### src/rtl/op_shift_iter_pkg.sv
// op_shift_iter_pkg: shift-type codes, FSM states and clamp limits shared with the op_* blocks
package op_shift_iter_pkg;
  localparam logic [1:0] SH_LSL = 2'b00;
  localparam logic [1:0] SH_LSR = 2'b01;
  localparam logic [1:0] SH_ASR = 2'b10;
  localparam logic [1:0] SH_ROR = 2'b11;
  localparam logic [1:0] ST_IDLE  = 2'd0;
  localparam logic [1:0] ST_SHIFT = 2'd1;
  localparam logic [1:0] ST_DONE  = 2'd2;
  localparam int SH_MAX_LSX = 33;
  localparam int SH_MAX_ASR = 32;
  localparam int CNT_W = 6;
endpackage

### src/rtl/op_shift_iter_shift_step.sv
// shift_step: one-bit LSL/LSR/ASR/ROR/RRX step producing the next word and the bit shifted out
module shift_step
  import op_shift_iter_pkg::*;
#(
  parameter int DATA_W = 32
) (
  input  logic [DATA_W-1:0] r,
  input  logic [1:0]        stype,
  input  logic              rrx,
  input  logic              cin,
  output logic [DATA_W-1:0] r_n,
  output logic              c_n
);
  assign c_n = (stype == SH_LSL) ? r[DATA_W-1] : r[0];
  assign r_n = rrx               ? {cin, r[DATA_W-1:1]} :
               stype == SH_LSL   ? {r[DATA_W-2:0], 1'b0} :
               stype == SH_LSR   ? {1'b0, r[DATA_W-1:1]} :
               stype == SH_ASR   ? {r[DATA_W-1], r[DATA_W-1:1]} :
                                   {r[0], r[DATA_W-1:1]};
endmodule

### src/rtl/op_shift_iter.sv
// op_shift_iter: iterative ARM operand-2 shifter, one bit per cycle under start/busy/valid
module op_shift_iter
  import op_shift_iter_pkg::*;
#(
  parameter int DATA_W = 32,
  parameter int AMT_W  = 8
) (
  input  logic              clk,
  input  logic              rst,
  input  logic              start,
  input  logic              amt_reg,
  input  logic [1:0]        stype,
  input  logic [4:0]        imm_shift,
  input  logic [AMT_W-1:0]  shift_amt,
  input  logic [DATA_W-1:0] Rm,
  input  logic              carry_in,
  output logic              busy,
  output logic              valid,
  output logic [DATA_W-1:0] result,
  output logic              carry_out
);
  logic [1:0]        state_q, state_d, stype_q, stype_d;
  logic [DATA_W-1:0] r_q, r_d, result_q, result_d, step_r;
  logic [CNT_W-1:0]  count_q, count_d, n, imm_n, reg_n;
  logic              c_q, c_d, rrx_q, rrx_d, cin_q, cin_d, busy_q, busy_d;
  logic              valid_q, valid_d, carry_out_q, carry_out_d, step_c;
  logic              imm_rrx, ror_wrap, c0;
  assign imm_rrx  = !amt_reg && stype == SH_ROR && imm_shift == 5'd0;
  // A nonzero register ROR that is a multiple of 32 leaves Rm intact but carries out bit 31
  assign ror_wrap = amt_reg && stype == SH_ROR && shift_amt != '0 && shift_amt[4:0] == 5'd0;
  assign c0       = ror_wrap ? Rm[DATA_W-1] : carry_in;
  assign imm_n = ((stype == SH_LSR || stype == SH_ASR) && imm_shift == 5'd0) ? CNT_W'(32) :
                 imm_rrx ? CNT_W'(1) : {1'b0, imm_shift};
  assign reg_n = stype == SH_ROR ? {1'b0, shift_amt[4:0]} :
                 stype == SH_ASR ? (shift_amt > AMT_W'(SH_MAX_ASR) ? CNT_W'(SH_MAX_ASR) : shift_amt[CNT_W-1:0]) :
                                   (shift_amt > AMT_W'(SH_MAX_LSX) ? CNT_W'(SH_MAX_LSX) : shift_amt[CNT_W-1:0]);
  assign n = amt_reg ? reg_n : imm_n;
  shift_step #(.DATA_W(DATA_W)) u_step (
    .r    (r_q),
    .stype(stype_q),
    .rrx  (rrx_q),
    .cin  (cin_q),
    .r_n  (step_r),
    .c_n  (step_c)
  );
  always_comb begin
    state_d     = state_q;
    r_d         = r_q;
    c_d         = c_q;
    stype_d     = stype_q;
    rrx_d       = rrx_q;
    cin_d       = cin_q;
    count_d     = count_q;
    busy_d      = busy_q;
    valid_d     = 1'b0;
    result_d    = result_q;
    carry_out_d = carry_out_q;
    if (state_q == ST_IDLE && start) begin
      r_d     = Rm;
      c_d     = c0;
      stype_d = stype;
      rrx_d   = imm_rrx;
      cin_d   = carry_in;
      count_d = n;
      busy_d  = 1'b1;
      state_d = n == '0 ? ST_DONE : ST_SHIFT;
    end else if (state_q == ST_SHIFT) begin
      r_d     = step_r;
      c_d     = step_c;
      count_d = count_q - 1'b1;
      state_d = count_q == CNT_W'(1) ? ST_DONE : ST_SHIFT;
    end else if (state_q == ST_DONE) begin
      valid_d     = 1'b1;
      result_d    = r_q;
      carry_out_d = c_q;
      busy_d      = 1'b0;
      state_d     = ST_IDLE;
    end
  end
  always_ff @(posedge clk) begin
    if (rst) begin
      state_q     <= ST_IDLE;
      r_q         <= '0;
      c_q         <= 1'b0;
      stype_q     <= SH_LSL;
      rrx_q       <= 1'b0;
      cin_q       <= 1'b0;
      count_q     <= '0;
      busy_q      <= 1'b0;
      valid_q     <= 1'b0;
      result_q    <= '0;
      carry_out_q <= 1'b0;
    end else begin
      state_q     <= state_d;
      r_q         <= r_d;
      c_q         <= c_d;
      stype_q     <= stype_d;
      rrx_q       <= rrx_d;
      cin_q       <= cin_d;
      count_q     <= count_d;
      busy_q      <= busy_d;
      valid_q     <= valid_d;
      result_q    <= result_d;
      carry_out_q <= carry_out_d;
    end
  end
  assign busy      = busy_q;
  assign valid     = valid_q;
  assign result    = result_q;
  assign carry_out = carry_out_q;
endmodule
### config.mk
export PLATFORM = sky130hd
export DESIGN_NAME = op_shift_iter
export DESIGN_NICKNAME = d
export VERILOG_FILES = /design/src/rtl/op_shift_iter_pkg.sv /design/src/rtl/op_shift_iter_shift_step.sv /design/src/rtl/op_shift_iter.sv
export SDC_FILE = /design/constraint.sdc
export NUM_CORES = 1
export LEC_CHECK = 0
export ABC_AREA = 1
export CORE_MARGIN = 1.5
export CORE_UTILIZATION = 45
export CTS_CLUSTER_DIAMETER = 120
export DETAILED_ROUTE_END_ITERATION = 10
export PLACE_DENSITY_LB_ADDON = 0.1
export SLEW_MARGIN = 15
export SYNTH_ARGS = -nofsm -noshare
export SYNTH_HDL_FRONTEND = slang
export SYNTH_SLANG_ARGS = --single-unit
### constraint.sdc
create_clock -name clk -period 1.4 [get_ports clk]
set_input_delay 0.35 -clock clk [delete_from_list [all_inputs] [get_ports clk]]
set_output_delay 0.35 -clock clk [all_outputs]
set_load 0.005 [all_outputs]
==> results.cfg <==
[timing]
fin_ws_ns = 0.05404
slew_headroom = 0.7996
drv_slew = 0
finalSetupViolations = 0
finalClockSkew_ns = 0.01466
final.setup.tns_ns = 0
hold_violations = 0
fin_crit_ns = 1.346
grt_setup_unrepaired = yes
fmax_ghz = 0.7430
worst_pin_slew_ns = 0.2974
finalCritPeriodShare = 0.9614

[synthesis]
syn_inst = 528
synth_cell_type_count = 35
yosysWarningCount = 0
ys_seq_area_frac = 0.4188
synth_top_cell_by_area = dfxtp_1
synth_area_per_cell_sq_um = 7.242
synth_seq_cells = 80
synth_top_area_share = 0.4188
syn_nets = 584
synth_area_sq_um = 3824
synth_area_leaders = dfxtp_1, nand2_1, o21ai_1

[floorplan]
fp.dieH_microns = 95.18
die_w_microns = 95.18
placementRows = 33
io_pins = 87
dieArea_sq_um = 9059
start_util = 0.4654
core-area_sq_um = 8217

[critical_path]
r2r_slack_ns = 0.05
worst-path-max-fanout = 16
crit_chain = inv_2, nand3_4, inv_2, nor2_4, inv_6, bufbuf_16, a31oi_1
max_stage_delay_ns = 0.37
cpMostUsedCell = inv_2
rr_startpoint = state_q[1]
r2r-end = r_q[2]
cp_data_arrival_time_ns = 1.61
end_kind = flop
worstRegToRegCells = 7
startpoint_type = flop
required_ns = 1.67
critPathKind = reg2reg
crit_slowest_cell = dfxtp_2

[clocking]
cts_max_path_buffers = 2
cts_root_buf = clkbuf_8
htree_num_levels = 3
cts_tree = done
worstSkewPairLatency_ns = 0.35
cts.sinks = 80
clk_pin_slew_ns = 0.09
numCtsBuffers = 9

[global_route]
grt_usage = 0.2378
grt-ovfl-total = 0
met2_usage = 0.4072
grt_pass1_vias = 3753
grt_use_met3 = 0.05024
grt_max_degree = 37
grt_pass1_wl_microns = 17090
antenna_found_initial = 0
met1_usage = 0.3024
grt.busiest_layer = met2

[layout]
final_area_sq_um = 5435
areaGrowthSynthToFinish_pct = 42.15
fin_nets = 692
drive_gt1_frac = 0.2122
finish.utilization = 0.6615
fin_cells = 746
diodes = 0
n_fill_cell = 728

[worst_hold_path]
min_path_cells = 3
worstHoldStart = stype[1]
hold_class = in2reg
hold_end = stype_q[1]

[drt]
drt_iter0_drc = 217
vias = 4045
wl_per_cell_microns = 14.56
drt-pass1-iter-count = 4
post-route-drc-count = 0
finalWirelength_microns = 10860
via_per_inst = 5.422
ant_nets = 0

[placement]
gp_congestion = 0.8165
placed_cells = 722
place_ws_ns = -0.6371
io_buffers = 86
dp_hpwl_microns = 7276
placed_cell_area_sq_um = 5034

[power_and_ir_drop]
ir_drop_mv = 0.9501
p_leak_nw = 2.370
power_density_nw_per_um2 = 2013

[flow_run]
drv_cap = 0

[status]
outcome = complete, no violations
-- cell type report --
cell class | count | area, sq um | share of cell area
multi-input cells | 350 | 1932 | 0.3554
flip-flops and latches | 80 | 1637 | 0.3011
repair buffers | 133 | 1300 | 0.2392
inverters | 62 | 240.2 | 0.04420
clock buffers | 11 | 141.4 | 0.02601
well taps | 105 | 131.4 | 0.02417
clock inverters | 5 | 53.80 | 0.009899
-- worst max-delay path: cells and delay by family (launching register included) --
family | cells | cell delay, ns
flops | 1 | 0.37
compound gates | 1 | 0.19
simple gates | 2 | 0.21
buf+inv | 4 | 0.50
-- Yosys cell counts --
cell and n:
nand2_1 95, dfxtp_1 80, o21ai_1 53, inv_1 52
nand3_1 43, o211ai_1 32, a31oi_1 30, clkbuf_1 27
o21ai_0 26, nor2_1 22, a21oi_1 13, inv_2 9
buf_2 6, nand4_1 5, nor3_1 5, ha_1 4
or2_2 3, a211oi_1 2, buf_4 2, nor2_2 2
nor2_4 2, o221ai_1 2, a221oi_1 1, a22oi_1 1
and3_1 1, buf_6 1, clkinv_1 1, nand3_4 1
nand3b_1 1, o2111ai_1 1, o21a_1 1, o21bai_1 1
o31ai_1 1, xnor2_1 1, xor2_1 1
-- report_power, final --
group          leakage (nW)  internal, mW  total [mW]  switching [mW]
sequential            0.670          3.06        3.59           0.535
combinational          1.60          2.51        5.62            3.10
clock                 0.103         0.872        1.73           0.859
total                  2.37          6.44        10.9            4.50
-- what timing repair did --
| item | in CTS | in global routing |
|---|---|---|
| hold buffers | 0 | 0 |
| pin swaps | 14 | 18 |
| resized for setup | 92 | 40 |
| endpoints found under the setup margin | 48 | 31 |
| setup buffers | 0 | 5 |
| cloned | 1 | 2 |
-- flip-flops by register name (all words and copies together) (netlist names), 2 cells and up --
signal / count
count_q: 6
state_q: 2
result: 32
r_q: 32
stype_q: 2
-- stage by stage --
| step | hold WS, ns | power, mW |
|---|---|---|
| global route | 0.3772 | 11.80 |
| global placement | 0.4479 | 8.469 |
| detailed placement | 0.4626 | 8.576 |
| CTS | 0.4502 | 10.45 |
| floorplan | 0.4399 | 6.771 |
| finish | 0.3683 | 10.94 |
-- placed cells by master, fill, tap and decap left out, types with 16 or more instances in the layout --
master and n:
clkdlybuf4s50_1 34, dfxtp_2 28, inv_1 48, dfxtp_1 52, o211ai_1 32, o21ai_1 55
a31oi_1 30, buf_4 35, dlygate4sd2_1 45, nand2_1 91, o21ai_0 24, nor2_1 16
nand3_1 40
-- worst max-delay path by stage --
stage                 startpoint          to  slack, ns  depth (start not counted)
finish                state_q[1]      r_q[2]       0.05                          7
global route        shift_amt[3]  state_q[1]      -0.04                         10
CTS                     stype[1]  state_q[1]     -0.005                         13
detailed placement      stype[0]  state_q[1]      -0.64                         10
global placement        stype[0]  state_q[0]      -0.57                         11
floorplan               stype[0]  state_q[1]       0.03                         12
-- cells by family (layout without fill, tap and decap cells) --
family | Yosys count | count (layout) | share of synthesized area
buffers and inverters | 98 | 211 | 0.1021
XOR/XNOR | 2 | 2 | 0.004582
flip-flops | 80 | 80 | 0.4188
AND/OR/NAND/NOR | 180 | 180 | 0.2081
AO/OA/AOI/OAI | 164 | 164 | 0.2533
adder cells (fa/ha/maj) | 4 | 4 | 0.01309
-- metal layers --
layer,vias up,part of all wire
met5,-,0
met4,0,0.015
li1,2030,-
met3,16,0.052
met2,121,0.48
met1,1878,0.45
No activity file was read; power rests on OpenSTA's default activity.
